`src/rtl/usb_crc_pkg.sv`:
```
// usb_crc_pkg: shared USB CRC polynomials, residues and emit FSM state type
package usb_crc_pkg;
  localparam logic [4:0]  CRC5_POLY     = 5'h05;
  localparam logic [4:0]  CRC5_RESIDUE  = 5'h0C;
  localparam logic [15:0] CRC16_POLY    = 16'h8005;
  localparam logic [15:0] CRC16_RESIDUE = 16'h800D;
  typedef enum logic [1:0] {IDLE, EMIT, DONE} crc_emit_state_t;
endpackage

```
`src/rtl/usb_crc_lfsr.sv`:
```
// usb_crc_lfsr: one-bit combinational CRC next-state function
module usb_crc_lfsr #(
  parameter int              CRC_W = 16,
  parameter logic [CRC_W-1:0] POLY = CRC_W'(16'h8005)
) (
  input  logic [CRC_W-1:0] q,
  input  logic             d,
  output logic [CRC_W-1:0] q_next
);
  assign q_next = {q[CRC_W-2:0], 1'b0} ^ ((d ^ q[CRC_W-1]) ? POLY : '0);
endmodule

```
`src/rtl/usb_crc_engine.sv`:
```
// usb_crc_engine: serial CRC5/CRC16 checker; define USB_CRC_EMIT_EN to add the
// serial CRC appender (emit FSM), otherwise emit outputs are tied low.
module usb_crc_engine
  import usb_crc_pkg::*;
#(
  parameter int               CRC_W   = 16,
  parameter logic [CRC_W-1:0] POLY    = CRC_W'(CRC16_POLY),
  parameter logic [CRC_W-1:0] INIT    = '1,
  parameter logic [CRC_W-1:0] RESIDUE = CRC_W'(CRC16_RESIDUE)
) (
  input  logic             clk,
  input  logic             n_rst,
  input  logic             crc_clear,
  input  logic             shift_enable,
  input  logic             crc_enable,
  input  logic             d_in,
  input  logic             emit_start,
  output logic             crc_ok,
  output logic             crc_out,
  output logic             emit_busy,
  output logic             emit_done,
  output logic [CRC_W-1:0] crc_value
);
  localparam int CNT_W = $clog2(CRC_W);
  logic [CRC_W-1:0] q, q_next;
  logic             upd;
  usb_crc_lfsr #(.CRC_W(CRC_W), .POLY(POLY)) u_lfsr (.q(q), .d(d_in), .q_next(q_next));
`ifdef USB_CRC_EMIT_EN
  crc_emit_state_t  state, state_n;
  logic [CRC_W-1:0] sr, sr_n;
  logic [CNT_W-1:0] cnt, cnt_n;
  assign upd = shift_enable && crc_enable && state == IDLE;
  always_ff @(posedge clk or negedge n_rst)
    if (!n_rst) begin
      state <= IDLE;
      sr    <= '0;
      cnt   <= '0;
    end else begin
      state <= state_n;
      sr    <= sr_n;
      cnt   <= cnt_n;
    end
  // The last strobe exits at cnt == 0 so the counter never wraps
  always_comb begin
    state_n = state;
    sr_n    = sr;
    cnt_n   = cnt;
    if (crc_clear) state_n = IDLE;
    else case (state)
      IDLE: if (emit_start) begin
        state_n = EMIT;
        sr_n    = ~q;
        cnt_n   = CNT_W'(CRC_W - 1);
      end
      EMIT: if (shift_enable) begin
        sr_n    = {sr[CRC_W-2:0], 1'b0};
        cnt_n   = (cnt == '0) ? cnt : cnt - 1'b1;
        state_n = (cnt == '0) ? DONE : EMIT;
      end
      default: state_n = IDLE;
    endcase
  end
  assign crc_out   = (state == EMIT) && sr[CRC_W-1];
  assign emit_busy = state == EMIT;
  assign emit_done = state == DONE;
`else
  logic unused_emit_start;
  assign unused_emit_start = emit_start;
  assign upd       = shift_enable && crc_enable;
  assign crc_out   = 1'b0;
  assign emit_busy = 1'b0;
  assign emit_done = 1'b0;
`endif
  always_ff @(posedge clk or negedge n_rst)
    if (!n_rst) q <= INIT;
    else q <= crc_clear ? INIT : upd ? q_next : q;
  assign crc_ok    = q == RESIDUE;
  assign crc_value = q;
endmodule

```
`config.mk`:
```
export PLATFORM = sky130hd
export DESIGN_NAME = usb_crc_engine
export DESIGN_NICKNAME = d
export VERILOG_FILES = /design/src/rtl/usb_crc_pkg.sv /design/src/rtl/usb_crc_lfsr.sv /design/src/rtl/usb_crc_engine.sv
export SDC_FILE = /design/constraint.sdc
export NUM_CORES = 1
export LEC_CHECK = 0
export CORE_MARGIN = 2
export CORE_UTILIZATION = 39
export DETAILED_ROUTE_END_ITERATION = 6
export GPL_TIMING_DRIVEN = 0
export HOLD_SLACK_MARGIN = 0.08
export PLACE_DENSITY = 0.8
export SETUP_SLACK_MARGIN = 0.5
export SLEW_MARGIN = 0
export SYNTH_ARGS = -nofsm -noshare
export SYNTH_HDL_FRONTEND = slang
export SYNTH_SLANG_ARGS = --single-unit
```
`constraint.sdc`:
```
create_clock -name clk -period 1.28 [get_ports clk]
set_clock_uncertainty 0.2 [all_clocks]
set_input_delay 0.32 -clock clk [delete_from_list [all_inputs] [get_ports clk]]
set_output_delay 0.32 -clock clk [all_outputs]
set_load 0.005 [all_outputs]
```
# After elaboration in Yosys (flattened, before gate mapping)
# Index checks and enable logic that the tools add are counted.
dict set report totals {
  out_inout_bits 20
  ff_bits 16
  word_cells 9
  input_bits 7
}
dict set report classes {
  bitwise 2
  reduce_logical 2
  muxes 3
  eq_ne 1
}
# op n
set ops {}
lappend ops {{16-bit two-way mux} 3}
lappend ops {{16-bit equality test, second input constant} 1}
lappend ops {{16-bit XOR} 1}
lappend ops {{2-bit nonzero test} 1}
lappend ops {{1-bit logical AND} 1}
lappend ops {{1-bit XOR} 1}

# Longest topological paths before layout
# Gate-level depths: netlist of the first run.
dict set report depth {
  depth_word 5
  depth_mapped 4
  ltp_nobuf 3
}

# Modules after synthesis
# Synthesis of the first run repeated with hierarchy kept, for this count alone.
dict set report unflattened {
  cells_unflattened 79
  hier_area_um2 933.4
}
# module cells_per_inst area_each_um2 seq_area_each_um2 n_inst
set modules_own_cells {}
lappend modules_own_cells {usb_crc_engine 63 779.5 420.4 1}
lappend modules_own_cells {usb_crc_lfsr 16 153.9 0.0 1}

# Worst setup path after synthesis of the first run
# No wires, ideal clock.
dict set report synth_path {
  path_kind {flip-flop to output port}
  start {register q[15], in the netlist crc_value[15]}
  end {output port crc_ok}
  slack_ns -0.245
  path_stages_with_launch 4
  n_path_buf 0
  arrival_ns 1.005
  cell_sequence {dfstp_2 > nor4b_1 > nand4_1 > nor2_1}
}
dict set report synth_between {
  elab_chain_len 1
}
# element line_no
set synth_rtl {}
lappend synth_rtl {{start: declaration} usb_crc_engine.sv:25} ;# logic [CRC_W-1:0] q, q_next;
lappend synth_rtl {{start signal: assignment} usb_crc_engine.sv:76} ;# else q <= crc_clear ? INIT : upd ? q_next : q;
lappend synth_rtl {{16-bit equality test} usb_crc_engine.sv:77} ;# assign crc_ok = q == RESIDUE;
lappend synth_rtl {{end: declaration} usb_crc_engine.sv:18} ;# output logic crc_ok,
# No other way between the ends.

# Worst setup path in the final report of the first run
dict set report layout_path {
  start {register q[4], in the netlist crc_value[4]}
  end {output port crc_ok}
}
# The elaborated chain is that of the path after synthesis.

==> metrics.csv, run 1 <==
stage,metric,value,unit
floorplan,die width,48.89,µm
logic_synthesis,most common flop cell mapped by yosys,dfstp_2,
outcome,status,"finished, violations left",
placement,pre-CTS setup slack,-0.7197,ns
worst_setup_path,worst-path fanout max,2,
logic_synthesis,Post-Synthesis Cell Area,785.8,µm²
sta,final setup margin,-0.7331,ns
logic_synthesis,synth cell count leaders,"16 x dfstp_2, 14 x a211o_1, 13 x and3_1, 3 x buf_4, 3 x nor2_1",
global_routing,Total GRT Usage,22.49,%
floorplan,IO Count,27,
route,Max Used Layer,met4,
route,WL met3,134,µm
floorplan,DIE AREA,0.002390,mm²
clock_tree,clock sink count,16,
power,power share of the clock group,26.0,%
worst_setup_path,CP startpoint kind,register,
floorplan,area of the core,0.001922,mm²
route,met2 WL,1335,µm
worst_hold_path,Worst Hold Class,in2async,
cells_and_area,Nets,136,
cells_and_area,# fillers,113,
sta,final setup fails,24,
power,power share of the combinational group,29.8,%
sta,final hold vios,9,
route,final WL,2684,µm
logic_synthesis,top-count cell post-synth,dfstp_2,
worst_setup_path,WS Path Type,reg2out,
placement,Detail Placement HPWL,1227,µm
clock_tree,CTS tree,done,
floorplan,Die H,48.89,µm
power,Static Leak,0.6819,nW
global_routing,GR Overflow Total,0,
cells_and_area,final core occ,79.62,%
logic_synthesis,main area contributors after synthesis,"dfstp_2 54%, a211o_1 16%, and3_1 10%",
global_routing,vias in the first global route,807,
cells_and_area,multi-input logic area,431.7,µm²
power,Reg power frac,44.2,%
cells_and_area,Syn-to-layout area delta,94.75,%
sta,post-route setup TNS,-6.767,ns
logic_synthesis,Syn Area/Cell,11.56,µm²
route,Post-DRT Antenna Nets,0,
worst_setup_path,reg2reg start,crc_value[15],
clock_tree,TritonCTS buffer count,3,
route,Vias/cell,5.290,
logic_synthesis,Syn. warnings,0,
worst_setup_path,"setup slack, reg-to-reg",-0.33,ns
sta,final cycle utilization of the critical path,157.3,%
clock_tree,root buffer cell,clkbuf_4,
cells_and_area,Largest register FFs,16,
logic_synthesis,sequential-to-total area share from yosys stat,53.50,%
logic_synthesis,top cell type by total area after synthesis,dfstp_2,
placement,PortBufs,22,
route,routed len/inst,17.32,µm
worst_setup_path,Critical R2R Capture,crc_value[15],
sta,worst hold slack,-0.003823,ns
global_routing,first-pass GRT wire length,4077,µm
power,Worst VDD drop,0.0007342,V
sta,post-route minimum period,2.013,ns
global_routing,initial antenna violation count,0,
logic_synthesis,Yosys top cell area share,53.50,%
floorplan,initial core utilization,40.89,%
cells_and_area,share of cells above drive strength 1,75.00,%
clock_tree,clk buf depth,2,
route,1st-pass router iterations,4,
cells_and_area,FF+latch area,420.4,µm²
logic_synthesis,asr flop ratio synth,100.0,%
outcome,failing checks,"hold timing, setup timing",
clock_tree,Skew-Pair Late Insertion Delay,0.31,ns
sta,Final Max Slew Viols,0,
power,Power per Cell Area,877.7,mW/mm²
sta,fmax,496.8,MHz
clock_tree,"CTS clk-pin slew, worst paths",0.10,ns
power,P_int,0.9876,mW
route,DRT met1 WL,1128,µm
power,Net Sw Power,0.3556,mW
worst_setup_path,arrival time worst endpoint,1.49,ns
logic_synthesis,Post-Syn Instances,68,
worst_setup_path,WP data required,0.76,ns
sta,RSZ-0062 raised after global routing,true,
clock_tree,Clock H-tree levels,1,
worst_setup_path,worst reg2reg path depth,6,
route,vias after detailed routing,820,
logic_synthesis,Unique masters post-synth,21,
flow_run,number of max-cap violations,0,
route,DRC,0,
global_routing,largest net degree at the start of global routing,17,
logic_synthesis,"FF+latch count, synth",16,
logic_synthesis,number of synthesized flops with an enable pin,0,
route,DRT iter0 DRCs,21,
placement,gpl congestion,0.7951,
power,switch share,26.47,%
cells_and_area,Ant. Diodes,0,
floorplan,num rows,16,
clock_tree,cts hold-fix bufs,0,
worst_setup_path,Setup crit end kind,output port,
[power by group through the flow]
stage	Combinational (mW)	Sequential (mW)	Clock, mW
6_report	0.400	0.594	0.349
5_1_grt	0.421	0.597	0.368
4_1_cts	0.354	0.586	0.338
3_5_place_dp	0.228	0.606	0
3_3_place_gp	0.226	0.606	0
2_1_floorplan	0.114	0.604	0
[through the flow]
stage / area [µm²] / hold WS (ns) / total power, mW / std cells
5_1_grt: 1530 / 0.05861 / 1.386 / 155
3_3_place_gp: 1129 / 0.3601 / 0.8324 / 119
3_5_place_dp: 1129 / 0.3763 / 0.8349 / 119
2_1_floorplan: 874.6 / -0.02784 / 0.7180 / 70
4_1_cts: 1451 / 0.2704 / 1.278 / 150
6_report: 1530 / -0.003823 / 1.343 / 155
[cells by family after synthesis]
kind of cell	Yosys count	share of synthesized area (%)
DFF	16	53.50
xor gates and xnor gates	3	3.345
and+or+nand+nor	24	19.27
other	1	0.4772
AOI/OAI and AO/OA	17	17.51
buffers and inverters	7	5.891
[critical path, cell delays in order, from the launching register on]
cell and delay, ns:
dfstp_2 0.40, buf_6 0.13, nor4b_4 0.23, nand4_1 0.13, nor2_1 0.14, buf_2 0.15
[worst max path at each step]
stage                  start  slack, ns     end
2_1_floorplan  crc_value[15]      -0.17  crc_ok
3_3_place_gp   crc_value[15]      -0.71  crc_ok
3_5_place_dp   crc_value[15]      -0.72  crc_ok
4_1_cts        crc_value[15]      -0.60  crc_ok
5_1_grt        crc_value[15]      -0.80  crc_ok
6_report        crc_value[4]      -0.73  crc_ok
[area by class of cell]
class,instances,share of cell area [%]
Timing Repair Buffer,54,34.67
Clock buffer,4,2.371
Sequential cell,16,27.47
Buffer,7,5.069
Multi-Input combinational cell,47,28.21
Tap cell,27,2.208
[per-layer routing]
| metal | vias to the layer above | global-route usage [%] |
|---|---|---|
| met5 | - | 0 |
| met4 | 0 | 10.00 |
| met3 | 10 | 3.067 |
| met2 | 36 | 38.81 |
| met1 | 401 | 27.90 |
| li1 | 373 | - |
[timing repair]
action | in CTS | in global routing
buffers inserted | 27 | 5
pin swaps | 5 | 8
setup endpoints to repair | 49 | 49
endpoints found under the hold margin | 0 | 16
resized for setup | 113 | 13
[cell usage in the layout (no fill, tap or decap), types with 2 or more instances in the layout]
master     n
buf_6     38
clkbuf_4   4
nor2_1     2
and3_4    11
conb_1     3
dfstp_2   16
buf_4     11
and3_1     2
o21ai_1    2
buf_2      6
a211o_1   14
(Power assumes the default switching activity.)
==> run 2, diff against run 1 <==
--- a/config.mk
+++ b/config.mk
@@ -7,6 +7,7 @@
 export LEC_CHECK = 0
 export CORE_MARGIN = 2
 export CORE_UTILIZATION = 39
+export CTS_CLUSTER_DIAMETER = 80
 export DETAILED_ROUTE_END_ITERATION = 6
 export GPL_TIMING_DRIVEN = 0
 export HOLD_SLACK_MARGIN = 0.08
==> results of run 2 <==
Final layout, timing and power as in run 1 (identical DEF).
==> run 3, diff against run 2 <==
--- a/config.mk
+++ b/config.mk
@@ -9,7 +9,6 @@
 export CORE_UTILIZATION = 39
 export CTS_CLUSTER_DIAMETER = 80
 export DETAILED_ROUTE_END_ITERATION = 6
-export GPL_TIMING_DRIVEN = 0
 export HOLD_SLACK_MARGIN = 0.08
 export PLACE_DENSITY = 0.8
 export SETUP_SLACK_MARGIN = 0.5
==> run 3 against run 2 <==
The flow finishes with violations (setup timing). Total power up 5.0%. Critical path depth unchanged. Worst setup slack better by 0.052 ns. Fmax up 2.7%. Core utilization up 6.1 points. Via count up 5.9%. Critical endpoint unchanged. Largest power group unchanged.
==> metrics.csv, run 3 (synthesized netlist as in run 1, its figures left out) <==
stage,metric,value,unit
global_routing,largest net degree at the start of global routing,17,
floorplan,num rows,16,
worst_hold_path,Worst Hold Class,in2reg,
placement,PortBufs,22,
route,vias after detailed routing,868,
placement,placed cell areas,0.001247,mm²
cells_and_area,FF+latch area,420.4,µm²
power,Power per Cell Area,856.2,mW/mm²
global_routing,GR Overflow Total,0,
floorplan,DIE AREA,0.002390,mm²
sta,RSZ-0062 raised after global routing,true,
sta,final cycle utilization of the critical path,153.2,%
floorplan,IO Count,27,
clock_tree,Skew-Pair Late Insertion Delay,0.31,ns
worst_setup_path,WS Path Type,reg2out,
route,final WL,3234,µm
route,routed len/inst,19.60,µm
global_routing,first-pass GRT wire length,4885,µm
floorplan,area of the core,0.001922,mm²
worst_setup_path,CP startpoint kind,register,
flow_run,number of max-cap violations,0,
cells_and_area,# fillers,102,
sta,post-route minimum period,1.961,ns
floorplan,Die H,48.89,µm
sta,final setup fails,28,
clock_tree,clock sink count,16,
sta,final setup margin,-0.6806,ns
worst_setup_path,worst-path fanout max,2,
cells_and_area,share of cells above drive strength 1,73.91,%
power,Worst VDD drop,0.0009426,V
cells_and_area,Nets,146,
route,Vias/cell,5.261,
outcome,status,"finished, violations left",
cells_and_area,multi-input logic area,426.7,µm²
cells_and_area,most frequent cells in the layout,"47 x buf_6, 16 x dfstp_2, 15 x buf_4, 14 x a211o_1, 11 x and3_4",
sta,worst hold slack,0.2646,ns
cells_and_area,Syn-to-layout area delta,109.6,%
clock_tree,Clock H-tree levels,1,
global_routing,initial antenna violation count,0,
route,DRC,0,
clock_tree,root buffer cell,clkbuf_4,
clock_tree,"CTS clk-pin slew, worst paths",0.11,ns
cells_and_area,Final Cell Area,0.001647,mm²
floorplan,die width,48.89,µm
clock_tree,CTS tree,done,
cells_and_area,"most common cell after layout, fill and taps aside",buf_6,
route,DRT iter0 DRCs,24,
clock_tree,clk buf depth,2,
sta,final hold vios,0,
cells_and_area,Ant. Diodes,0,
outcome,failing checks,setup timing,
global_routing,Total GRT Usage,27.75,%
route,1st-pass router iterations,4,
clock_tree,TritonCTS buffer count,3,
floorplan,initial core utilization,40.89,%
cells_and_area,Largest register FFs,16,
placement,Detail Placement HPWL,1582,µm
route,Post-DRT Antenna Nets,0,
sta,Final Max Slew Viols,0,
worst_setup_path,arrival time worst endpoint,1.44,ns
worst_setup_path,Setup crit end kind,output port,
sta,fmax,510.0,MHz
worst_setup_path,WP data required,0.76,ns
global_routing,vias in the first global route,949,
power,Static Leak,0.7487,nW
placement,gpl congestion,0.7699,
[run 3: cell types whose count changed in the layout (fill, tap and decap cells not counted), moves of 2 or more]
cell,change
buf_2,-4
buf_4,+4
buf_6,+9
dlygate4sd2_1,+2
[run 3: layout make-up]
class,instances,area share [%]
Multi-Input combinational cell,47,25.91
Tap cell,27,2.052
Timing Repair Buffer,71,44.30
Sequential cell,16,25.53
Clock buffer,4,2.204
[run 3: metrics by stage]
step	setup slack, ns	power (mW)	util, %	instances	TNS (ns)
3_3_place_gp	-0.6705	0.8822	64.91	136	-12.45
4_1_cts	-0.6580	1.353	81.25	159	-6.537
3_5_place_dp	-0.7053	0.8906	64.91	136	-12.91
5_1_grt	-0.7702	1.465	85.68	165	-8.119
6_report	-0.6806	1.410	85.68	165	-7.120
2_1_floorplan	-0.1749	0.7180	-	70	-0.2415
[run 3: metal layers]
layer | GRT usage (%) | wire length (µm) | vias to the layer above
li1 | - | - | 393
met1 | 35.73 | 1299 | 444
met2 | 46.58 | 1781 | 25
met3 | 3.681 | 114 | 6
met4 | 12.38 | 40 | 0
met5 | 0 | 0 | -
[run 3: final timing paths]
| check | start | to | slack, ns | cells after the start |
|---|---|---|---|---|
| min in group asynchronous | n_rst | crc_value[4] | 0.31 | 2 |
| max in group asynchronous | n_rst | crc_value[13] | 0.53 | 2 |
| min reg2reg | crc_value[0] | crc_value[0] | 0.55 | 2 |
| max | crc_value[5] | crc_ok | -0.68 | 5 |
| min | crc_clear | crc_value[14] | 0.26 | 2 |
| max reg2reg | crc_value[14] | crc_value[15] | -0.29 | 5 |
[run 3: timing repair]
item                       CTS  global route
hold buffers                 0             0
pin swaps                    6             5
resized for setup          117             8
setup endpoints to repair   33            33
buffers inserted            19             6
[run 3: power by group]
part	leakage [nW]	switching, mW	total, mW	internal (mW)
Sequential	0.169	0.0301	0.593	0.563
Combinational	0.559	0.170	0.459	0.289
Clock	0.0210	0.184	0.358	0.174
Total	0.749	0.385	1.41	1.03
[run 3: critical path, stage by stage (launching register included)]
cell	delay (ns)
dfstp_2	0.40
buf_4	0.14
nor4b_4	0.20
nand4_1	0.14
nor2_1	0.13
buf_2	0.13
